File: src/rtl/endme_mc_core.sv
// endme_mc_core: multi-cycle EnDMe accumulator core with req/ack instruction and data ports.
// Build option: define ENDME_ILLEGAL_TRAP_EN to trap opcodes C/D/E (illegal=1, halt); otherwise they are NOPs.
`timescale 1ns/1ps
module endme_mc_core #(
  parameter int DW   = 8,
  parameter int NREG = 16,
  parameter int IAW  = 16
) (
  input  logic           CLK,
  input  logic           RESET,
  output logic           imem_req,
  output logic [IAW-1:0] imem_addr,
  input  logic           imem_ack,
  input  logic [8:0]     imem_rdata,
  output logic           dmem_req,
  output logic           dmem_we,
  output logic [DW-1:0]  dmem_addr,
  output logic [DW-1:0]  dmem_wdata,
  input  logic           dmem_ack,
  input  logic [DW-1:0]  dmem_rdata,
  output logic           done,
  output logic           illegal
);

  localparam logic [1:0] S_FETCH  = 2'd0;
  localparam logic [1:0] S_EXEC   = 2'd1;
  localparam logic [1:0] S_MEM    = 2'd2;
  localparam logic [1:0] S_HALTED = 2'd3;

  localparam logic [3:0] OP_ADD  = 4'h0;
  localparam logic [3:0] OP_SUB  = 4'h1;
  localparam logic [3:0] OP_AND  = 4'h2;
  localparam logic [3:0] OP_OR   = 4'h3;
  localparam logic [3:0] OP_XOR  = 4'h4;
  localparam logic [3:0] OP_NOT  = 4'h5;
  localparam logic [3:0] OP_MVA  = 4'h6;
  localparam logic [3:0] OP_MVR  = 4'h7;
  localparam logic [3:0] OP_LD   = 4'h8;
  localparam logic [3:0] OP_ST   = 4'h9;
  localparam logic [3:0] OP_BEQ1 = 4'hA;
  localparam logic [3:0] OP_JMP  = 4'hB;
  localparam logic [3:0] OP_HALT = 4'hF;

  localparam logic [4:0] NREG_L = 5'(NREG);

  logic [1:0]     state;
  logic           running;
  logic [IAW-1:0] pc;
  logic [DW-1:0]  acc;
  logic [8:0]     instr;
  logic [DW-1:0]  regs [0:15];

  logic           is_ldi;
  logic [3:0]     op;
  logic [3:0]     ridx;
  logic           reg_valid;
  logic [DW-1:0]  rval;
  logic [DW-1:0]  ldi_val;
  logic [IAW-1:0] rval_pc;

  logic [DW-1:0]  exec_acc;
  logic [IAW-1:0] exec_pc;
  logic [1:0]     exec_state;
  logic           exec_reg_we;

  assign is_ldi    = instr[8];
  assign op        = instr[7:4];
  assign ridx      = instr[3:0];
  assign reg_valid = ({1'b0, ridx} < NREG_L);
  // Entries at or above NREG are never written, so they always read back as zero.
  assign rval      = regs[ridx];

  if (DW > 8) begin : g_ldi_ext
    assign ldi_val = {{(DW-8){1'b0}}, instr[7:0]};
  end else begin : g_ldi_direct
    assign ldi_val = instr[7:0];
  end

  if (IAW > DW) begin : g_pc_ext
    assign rval_pc = {{(IAW-DW){1'b0}}, rval};
  end else if (IAW == DW) begin : g_pc_direct
    assign rval_pc = rval;
  end else begin : g_pc_trunc
    assign rval_pc = rval[IAW-1:0];
  end

  always_comb begin
    exec_acc    = acc;
    exec_pc     = pc + IAW'(1);
    exec_state  = S_FETCH;
    exec_reg_we = 1'b0;
    if (is_ldi) begin
      exec_acc = ldi_val;
    end else begin
      case (op)
        OP_ADD:  exec_acc = acc + rval;
        OP_SUB:  exec_acc = acc - rval;
        OP_AND:  exec_acc = acc & rval;
        OP_OR:   exec_acc = acc | rval;
        OP_XOR:  exec_acc = acc ^ rval;
        OP_NOT:  exec_acc = ~acc;
        OP_MVA:  exec_acc = rval;
        OP_MVR:  exec_reg_we = 1'b1;
        // Memory ops advance the PC only once the data access completes.
        OP_LD, OP_ST: begin
          exec_pc    = pc;
          exec_state = S_MEM;
        end
        OP_BEQ1: if (acc == DW'(1)) exec_pc = rval_pc;
        OP_JMP:  exec_pc = rval_pc;
        OP_HALT: begin
          exec_pc    = pc;
          exec_state = S_HALTED;
        end
`ifdef ENDME_ILLEGAL_TRAP_EN
        default: begin
          exec_pc    = pc;
          exec_state = S_HALTED;
        end
`else
        default: ;
`endif
      endcase
    end
  end

  always_ff @(posedge CLK or negedge RESET) begin
    if (!RESET) begin
      state   <= S_FETCH;
      running <= 1'b0;
      pc      <= '0;
      acc     <= '0;
      instr   <= '0;
      for (int i = 0; i < 16; i++) regs[i] <= '0;
    end else begin
      running <= 1'b1;
      case (state)
        S_FETCH: begin
          if (imem_req && imem_ack) begin
            instr <= imem_rdata;
            state <= S_EXEC;
          end
        end
        S_EXEC: begin
          acc   <= exec_acc;
          pc    <= exec_pc;
          state <= exec_state;
          if (exec_reg_we && reg_valid) regs[ridx] <= acc;
        end
        S_MEM: begin
          if (dmem_ack) begin
            if (op == OP_LD) acc <= dmem_rdata;
            pc    <= pc + IAW'(1);
            state <= S_FETCH;
          end
        end
        default: ;
      endcase
    end
  end

`ifdef ENDME_ILLEGAL_TRAP_EN
  always_ff @(posedge CLK or negedge RESET) begin
    if (!RESET) begin
      illegal <= 1'b0;
    end else if (state == S_EXEC && !is_ldi && op >= 4'hC && op <= 4'hE) begin
      illegal <= 1'b1;
    end
  end
`else
  assign illegal = 1'b0;
`endif

  // The running flag holds off the first fetch request until the first edge after reset release.
  assign imem_req   = running && (state == S_FETCH);
  assign imem_addr  = pc;
  assign dmem_req   = (state == S_MEM);
  assign dmem_we    = dmem_req && (op == OP_ST);
  assign dmem_addr  = dmem_req ? rval : '0;
  assign dmem_wdata = dmem_req ? acc : '0;
  assign done       = (state == S_HALTED);

endmodule

File: config.mk
export PLATFORM = sky130hd
export DESIGN_NAME = endme_mc_core
export DESIGN_NICKNAME = d
export VERILOG_FILES = /design/src/rtl/endme_mc_core.sv
export SDC_FILE = /design/constraint.sdc
export NUM_CORES = 1
export LEC_CHECK = 0
export ABC_AREA = 0
export BUFFER_PORTS_ARGS = -buffer_cell sky130_fd_sc_hd__buf_2
export CAP_MARGIN = 5
export CORE_MARGIN = 10
export CORE_UTILIZATION = 25
export DETAILED_ROUTE_END_ITERATION = 16
export SLEW_MARGIN = 20
export SYNTH_ARGS = -nofsm -noshare
export SYNTH_HDL_FRONTEND = slang
export SYNTH_SLANG_ARGS = --single-unit
File: constraint.sdc
create_clock -name CLK -period 9.7 [get_ports CLK]
set_input_delay 2.425 -clock CLK [delete_from_list [all_inputs] [get_ports CLK]]
set_output_delay 2.425 -clock CLK [all_outputs]
set_load 0.02 [all_outputs]
==> impl_metrics.csv, run 1 <==
group,metric,value,unit
outcome,outcome,"complete, no violations",
sta,hold_viol,0,
sta,timing.setup.tns,0,ns
logic_synthesis,postSynthCellCount,825,
clock_network,max-clock-path-buffers,2,
clock_network,clockRootBuffer,"clkbuf_16",
critical_path,critical-path-slowest-cell,"mux4_1",
critical_path,worst_ep_required_time,7.28,ns
sta,timing_max_transition_violations_final,0,
power,cellPowerDensity,264,nW/um^2
die,die-area,42900,um^2
place,global_placer_s_final_weighted_congestion,0.902,
clock_network,post_cts.resized_instances,0,
grt,wire_length_of_the_first_global_routing_pass,38.7,mm
sta,clock.fmax,181,MHz
critical_path,timing.critical_path.from_type,"flop",
logic_synthesis,avgSynthCellArea,10.6,um^2
logic_synthesis,netlist_top_cells_count,"dfrtp_1 (164), nand2_1 (131), o21ai_1 (103)",
place,numPortBuffers,56,
clock_network,h-tree-depth,4,
clock_network,worstSkewPairLatency,0.43,ns
grt,grt.total_usage,0.111,
place,dpl_worst_slack,4.64,ns
grt,grt_remaining_overflow,0,
logic_synthesis,synth_top_family_by_area,"compound AO/OA/AOI/OAI gates",
die,die_w,207,um
clock_network,post_cts_buffers,0,
power,leakage,4.43,nW
critical_path,cp_top_family,"buffers and inverters",
grt,antenna_violations_before_repair,0,
logic_synthesis,synth.most_common_cell,"dfrtp_1",
cells_and_area,fillerInstances,3660,
detailed_routing,drc_errors,0,
logic_synthesis,number_of_register_bits_inferred_by_synthesis,164,
logic_synthesis,synthesis.area,8760,um^2
sta,timing.final.crit_period,5.51,ns
sta,maxSlewHeadroom,0.288,
min_path,hold_class,"reg -> reg",
sta,layout_worst_path_cycle_share,0.568,
die,placement_rows,68,
die,initial_core_util,0.254,
die,chipHeight,207,um
critical_path,critPathMaxStageDelay,0.62,ns
job,max-cap-violations,0,
logic_synthesis,post_synth_mux_area_share,0.145,
logic_synthesis,synth_simple_gate_area_frac,0.131,
logic_synthesis,synthAdderAreaFrac,0.0380,
place,dpl-instance-area,9350,um^2
logic_synthesis,synthesized_area_fraction_occupied_by_ao_oa_aoi_and_oai_cells,0.152,
grt,first_global_vias,6454,
clock_network,cts_sinks,164,
die,core-area,34500,um^2
critical_path,timing.setup.critical_path_class,"reg -> out",
critical_path,setup.worst_path.end_class,"primary output",
detailed_routing,drt_first_iter_violations,439,
cells_and_area,multi_input_comb_area,4260,um^2
die,floorplan.io_pins,58,
critical_path,cell_breakdown_of_the_critical_path,"buf_4 -> mux4_1 -> a22o_1 -> a221oi_4 -> nor2_1 -> buf_2",
detailed_routing,wl_per_instance,18.1,um
detailed_routing,drt-pass1-iter-count,5,
grt,grt_start_max_net_pins,103,
cells_and_area,finish.utilization,0.287,
clock_network,clk_pin_slew,0.07,ns
sta,setup_violations_final,0,
critical_path,path_buf_inv,2,
logic_synthesis,synth.lib_cells_used.distinct,82,
logic_synthesis,synth_flop_cell,"dfrtp_1",
place,place.detailed.hpwl,16.4,mm
clock_network,tritoncts,"done",
critical_path,cp.arrival,3.09,ns
logic_synthesis,sequential_fraction_of_the_synthesis_area,0.469,
logic_synthesis,yosysTopAreaCellShare,0.469,
clock_network,cts_hold_buffers,0,
cells_and_area,ff_latch_area,4110,um^2
detailed_routing,route.vias.total,6440,
sta,rsz0062_at_grt,"false",
logic_synthesis,synthesis.yosys.warnings,0,
sta,timing.clock.skew,0.0176,ns
logic_synthesis,async_reset_ff_frac,1.00,
cells_and_area,area.growth.synth_to_final,13.2,%
power,peakVddDrop,147,uV
detailed_routing,route.antenna.remaining_nets,0,
logic_synthesis,synth_xor_area_frac,0.0180,
sta,setup_ws_post_layout,4.19,ns
sta,worst-slew-pin-transition,1.06,ns
detailed_routing,avgViaCountPerCell,4.88,
cells_and_area,fraction_of_layout_instances_using_a_drive_strength_above_1,0.191,
logic_synthesis,synth.largest_area_cell,"dfrtp_1",
logic_synthesis,synth_enable_flop_cells,0,
cells_and_area,layout.nets,899,
cells_and_area,num_antenna_cells,0,
detailed_routing,detail_route.wirelength,23.9,mm
logic_synthesis,mappedNetlistNets,872,
clock_network,number_of_buffers_created_by_cts,17,
cells_and_area,finish.instance_area,9920,um^2
critical_path,largest_fanout_on_the_critical_path,32,
logic_synthesis,post_synth_main_area_contributors,"dfrtp_1 (47%), mux4_2 (6.4%), o21ai_1 (5.9%)",
==> registers in the layout, indices dropped and copies added, names as in the netlist <==
name	flops
imem_addr	16
running	1
acc	8
regs	128
state	2
instr	9
==> placed cells by master, fill, tap and decap left out, types with 6 or more instances in the layout <==
master     instances
and2_1             7
inv_1             18
inv_2              6
inv_6              6
nand3_1           10
o21ai_1          103
nor2_1            48
o211ai_1           6
and3_1             6
mux2_2            10
mux4_2            25
nor3_1             7
buf_2             55
xor2_1             9
xnor2_1            9
nand2_1          131
clkbuf_16         17
ha_1              25
o21ai_0           10
a21oi_1           25
mux2_1            31
mux4_1             7
a31oi_1            9
mux2i_1            6
dfrtp_1          163
o221ai_1           7
==> cells by family (layout without fill, tap and decap cells) <==
group / Yosys count / in the layout
simple gates: 249 / 249
compound gates: 209 / 209
flops: 164 / 164
mux: 79 / 79
buf+inv: 78 / 118
fa+ha+maj: 26 / 26
xor+xnor: 18 / 18
other cells: 2 / 2
==> per-layer routing <==
metal,GRT usage,vias up,share of wire
met2,0.167,181,0.45
met4,0.0221,0,0.013
met1,0.156,3192,0.48
met3,0.0292,18,0.061
met5,0,-,0
li1,-,3049,-
==> tightest hold or removal path: cells and delay by family (launching register included) <==
family           cells  cell delay (ns)
flip-flops           1             0.34
AO/OA/AOI/OAI        1             0.06
AND/OR/NAND/NOR      1             0.05
==> path summary, 6_finish.rpt <==
path,start,endpoint,slack (ns),depth (start not counted)
setup / recovery,instr[0],dmem_addr[7],4.19,6
hold / removal,regs[119],regs[119],0.48,2
setup reg to reg,instr[0],acc[7],4.86,15
hold reg to reg,regs[119],regs[119],0.48,2
max in group asynchronous,RESET,regs[117],6.15,2
min in group asynchronous,RESET,imem_addr[11],2.10,1
==> report_power, final <==
part | internal, mW | switching (mW)
Combinational | 0.377 | 0.636
Sequential | 0.777 | 0.178
Clock | 0.349 | 0.299
==> layout make-up <==
cell class              count  share of cell area
multi-input cells         583               0.429
flip-flops and latches    164               0.414
well taps                 455              0.0574
clock buffers              19              0.0457
repair buffers             61              0.0327
clock inverters            13              0.0116
inverters                  25             0.00946
==> per-stage QoR <==
step	hold WS [ns]	power, mW	cells
floorplan	0.447	1.68	825
finish	0.479	2.62	1320
global placement	0.461	1.95	1288
CTS	0.483	2.61	1320
detailed placement	0.468	1.96	1288
global route	0.499	2.77	1320
(Power assumes the default switching activity.)
==> inputs of run 2 (changes only) <==
Settings changed: ABC_AREA 0 to 1.
Clock period 9.7 ns to 4.8 ns, I/O delays scaled along.
==> impl_metrics.csv, run 2 <==
group,metric,value,unit
clock_network,worstSkewPairLatency,0.43,ns
clock_network,max-clock-path-buffers,2,
power,peakVddDrop,460,uV
place,numPortBuffers,56,
logic_synthesis,synth_flop_cell,"dfrtp_1",
die,initial_core_util,0.252,
clock_network,clockRootBuffer,"clkbuf_16",
logic_synthesis,synthAdderAreaFrac,0.0374,
place,global_placer_s_final_weighted_congestion,0.871,
detailed_routing,drc_errors,0,
power,sw_power,2.67,mW
power,cellPowerDensity,584,nW/um^2
logic_synthesis,synthesis.yosys.warnings,0,
die,die-area,43500,um^2
grt,wire_length_of_the_first_global_routing_pass,42.9,mm
logic_synthesis,synthesized_area_fraction_occupied_by_ao_oa_aoi_and_oai_cells,0.133,
sta,clock.fmax,242,MHz
logic_synthesis,synth_top_family_by_area,"simple AND/OR/NAND/NOR gates",
logic_synthesis,avgSynthCellArea,7.43,um^2
logic_synthesis,synth_xor_area_frac,0.00788,
logic_synthesis,sequential_fraction_of_the_synthesis_area,0.461,
grt,grt_start_max_net_pins,81,
power,leakage,5.02,nW
clock_network,cts_sinks,164,
logic_synthesis,synth_simple_gate_area_frac,0.295,
sta,layout_worst_path_cycle_share,0.860,
grt,first_global_vias,7905,
critical_path,largest_fanout_on_the_critical_path,53,
logic_synthesis,synth.largest_area_cell,"dfrtp_1",
clock_network,tritoncts,"done",
logic_synthesis,postSynthCellCount,1198,
logic_synthesis,synth.lib_cells_used.distinct,46,
grt,grt.total_usage,0.121,
power,design_power_total,5.93,mW
critical_path,worst_ep_required_time,5.12,ns
clock_network,h-tree-depth,4,
sta,timing.final.crit_period,4.13,ns
critical_path,timing.critical_path.from_type,"flop",
clock_network,post_cts.resized_instances,0,
min_path,hold_class,"reg -> reg",
logic_synthesis,synth_enable_flop_cells,0,
power,sw_frac_of_total,0.450,
die,core-area,35300,um^2
cells_and_area,layout.nets,1272,
power,internal-power,3.26,mW
logic_synthesis,netlist_top_cells_count,"nand2_1 (509), dfrtp_1 (164), o21ai_0 (149)",
logic_synthesis,post_synth_main_area_contributors,"dfrtp_1 (46%), nand2_1 (21%), o21ai_0 (8.4%)",
job,max-cap-violations,0,
grt,antenna_violations_before_repair,0,
critical_path,critical-path-top-cell-by-count,"nand2_1",
clock_network,cts_hold_buffers,0,
sta,timing.setup.tns,0,ns
outcome,outcome,"complete, no violations",
critical_path,cp.arrival,4.44,ns
logic_synthesis,synthesis.area,8900,um^2
power,pwr-share-seq,0.331,
critical_path,critical-path-slowest-cell,"dfrtp_2",
detailed_routing,avgViaCountPerCell,4.66,
clock_network,clk_pin_slew,0.06,ns
cells_and_area,final_cell_mix,"nand2_1 (509), dfrtp_1 (163), o21ai_0 (149)",
power,combPwrFrac,0.437,
cells_and_area,num_antenna_cells,0,
detailed_routing,wl_per_instance,15.5,um
cells_and_area,area.growth.synth_to_final,14.1,%
logic_synthesis,mappedNetlistNets,1245,
detailed_routing,drt_first_iter_violations,664,
place,place.detailed.hpwl,17.9,mm
cells_and_area,mostFrequentLayoutCell,"nand2_1",
logic_synthesis,synth.most_common_cell,"nand2_1",
die,chipHeight,209,um
logic_synthesis,async_reset_ff_frac,1.00,
clock_network,post_cts_buffers,0,
sta,timing_max_transition_violations_final,0,
critical_path,setup.worst_path.end_class,"flop",
logic_synthesis,post_synth_mux_area_share,0.00127,
detailed_routing,drt-pass1-iter-count,5,
cells_and_area,fraction_of_layout_instances_using_a_drive_strength_above_1,0.100,
cells_and_area,largest_register_ffs,128,
detailed_routing,detail_route.wirelength,26.3,mm
logic_synthesis,yosysTopAreaCellShare,0.461,
die,floorplan.io_pins,58,
power,clockPowerShare,0.232,
grt,grt_remaining_overflow,0,
critical_path,timing.setup.critical_path_class,"reg -> reg",
sta,worst-slew-pin-transition,0.977,ns
logic_synthesis,number_of_register_bits_inferred_by_synthesis,164,
die,placement_rows,69,
detailed_routing,route.antenna.remaining_nets,0,
sta,hold_viol,0,
sta,setup_violations_final,0,
sta,timing.clock.skew,0.0142,ns
die,die_w,209,um
clock_network,number_of_buffers_created_by_cts,17,
critical_path,critPathMaxStageDelay,0.58,ns
sta,rsz0062_at_grt,"false",
detailed_routing,route.vias.total,7911,
cells_and_area,regMostFlops,"regs",
sta,maxSlewHeadroom,0.348,
[run 2: cell count changes after synthesis, moves of 9 or more]
cell,before,now
inv_1,18,59
mux2_1,31,0
mux2_2,10,1
mux4_2,25,0
nand2_1,131,509
nand3_1,10,32
nor2_1,48,69
o21ai_0,10,149
o21ai_1,103,2
[run 2: worst paths after layout]
kind / startpoint / endpoint / slack (ns) / cells past startpoint
setup / recovery: instr[0] / acc[7] / 0.67 / 30
hold / removal: imem_addr[15] / imem_addr[15] / 0.48 / 1
setup reg to reg: instr[0] / acc[7] / 0.67 / 30
hold reg to reg: imem_addr[15] / imem_addr[15] / 0.48 / 1
max in group asynchronous: RESET / regs[111] / 3.10 / 2
min in group asynchronous: RESET / acc[5] / 0.84 / 1
[run 2: per-stage QoR]
step	hold slack [ns]	worst slack (ns)	util	cell area [um^2]	instances
3_3_place_gp	0.446	0.737	0.271	9560	1667
2_1_floorplan	0.453	1.46	-	8900	1198
6_report	0.478	0.674	0.288	10200	1699
5_1_grt	0.504	0.205	0.288	10200	1699
3_5_place_dp	0.457	0.696	0.271	9560	1667
4_1_cts	0.476	0.680	0.288	10200	1699
[run 2: cell type report]
type	count	area, um^2
Clock buffer	18	439
Multi-Input combinational cell	907	4230
Clock inverter	14	150
Fill cell	3770	25200
Inverter	66	250
Timing Repair Buffer	69	397
Sequential cell	164	4110
Tap cell	461	577
[run 2: cells by family after synthesis]
kind of cell             after synthesis
buffers and inverters                127
other                                  2
XOR/XNOR                               8
flip-flops                           164
multiplexers                           1
AND/OR/NAND/NOR                      653
AO/OA/AOI/OAI                        217
adder cells (fa/ha/maj)               26
[run 2: power by group through the flow]
| stage | Clock (mW) | Sequential [mW] | Combinational, mW |
|---|---|---|---|
| 4_1_cts | 1.40 | 1.95 | 2.60 |
| 6_report | 1.38 | 1.96 | 2.59 |
| 3_3_place_gp | 0 | 1.97 | 2.56 |
| 2_1_floorplan | 0 | 1.92 | 1.86 |
| 3_5_place_dp | 0 | 1.98 | 2.58 |
| 5_1_grt | 1.47 | 2.00 | 2.91 |
[run 2: worst max-delay path, delay by kind of cell, from the launching register on]
family | cells | cell delay (ns)
buf+inv | 4 | 0.71
compound gates | 2 | 0.42
simple gates | 22 | 1.71
flops | 1 | 0.58
fa+ha+maj | 2 | 0.58
[run 2: layer usage]
metal  global-route usage  part of all wire
met2                0.203              0.48
met5                    0                 0
met4               0.0357             0.015
met3               0.0194             0.049
met1                0.156              0.46
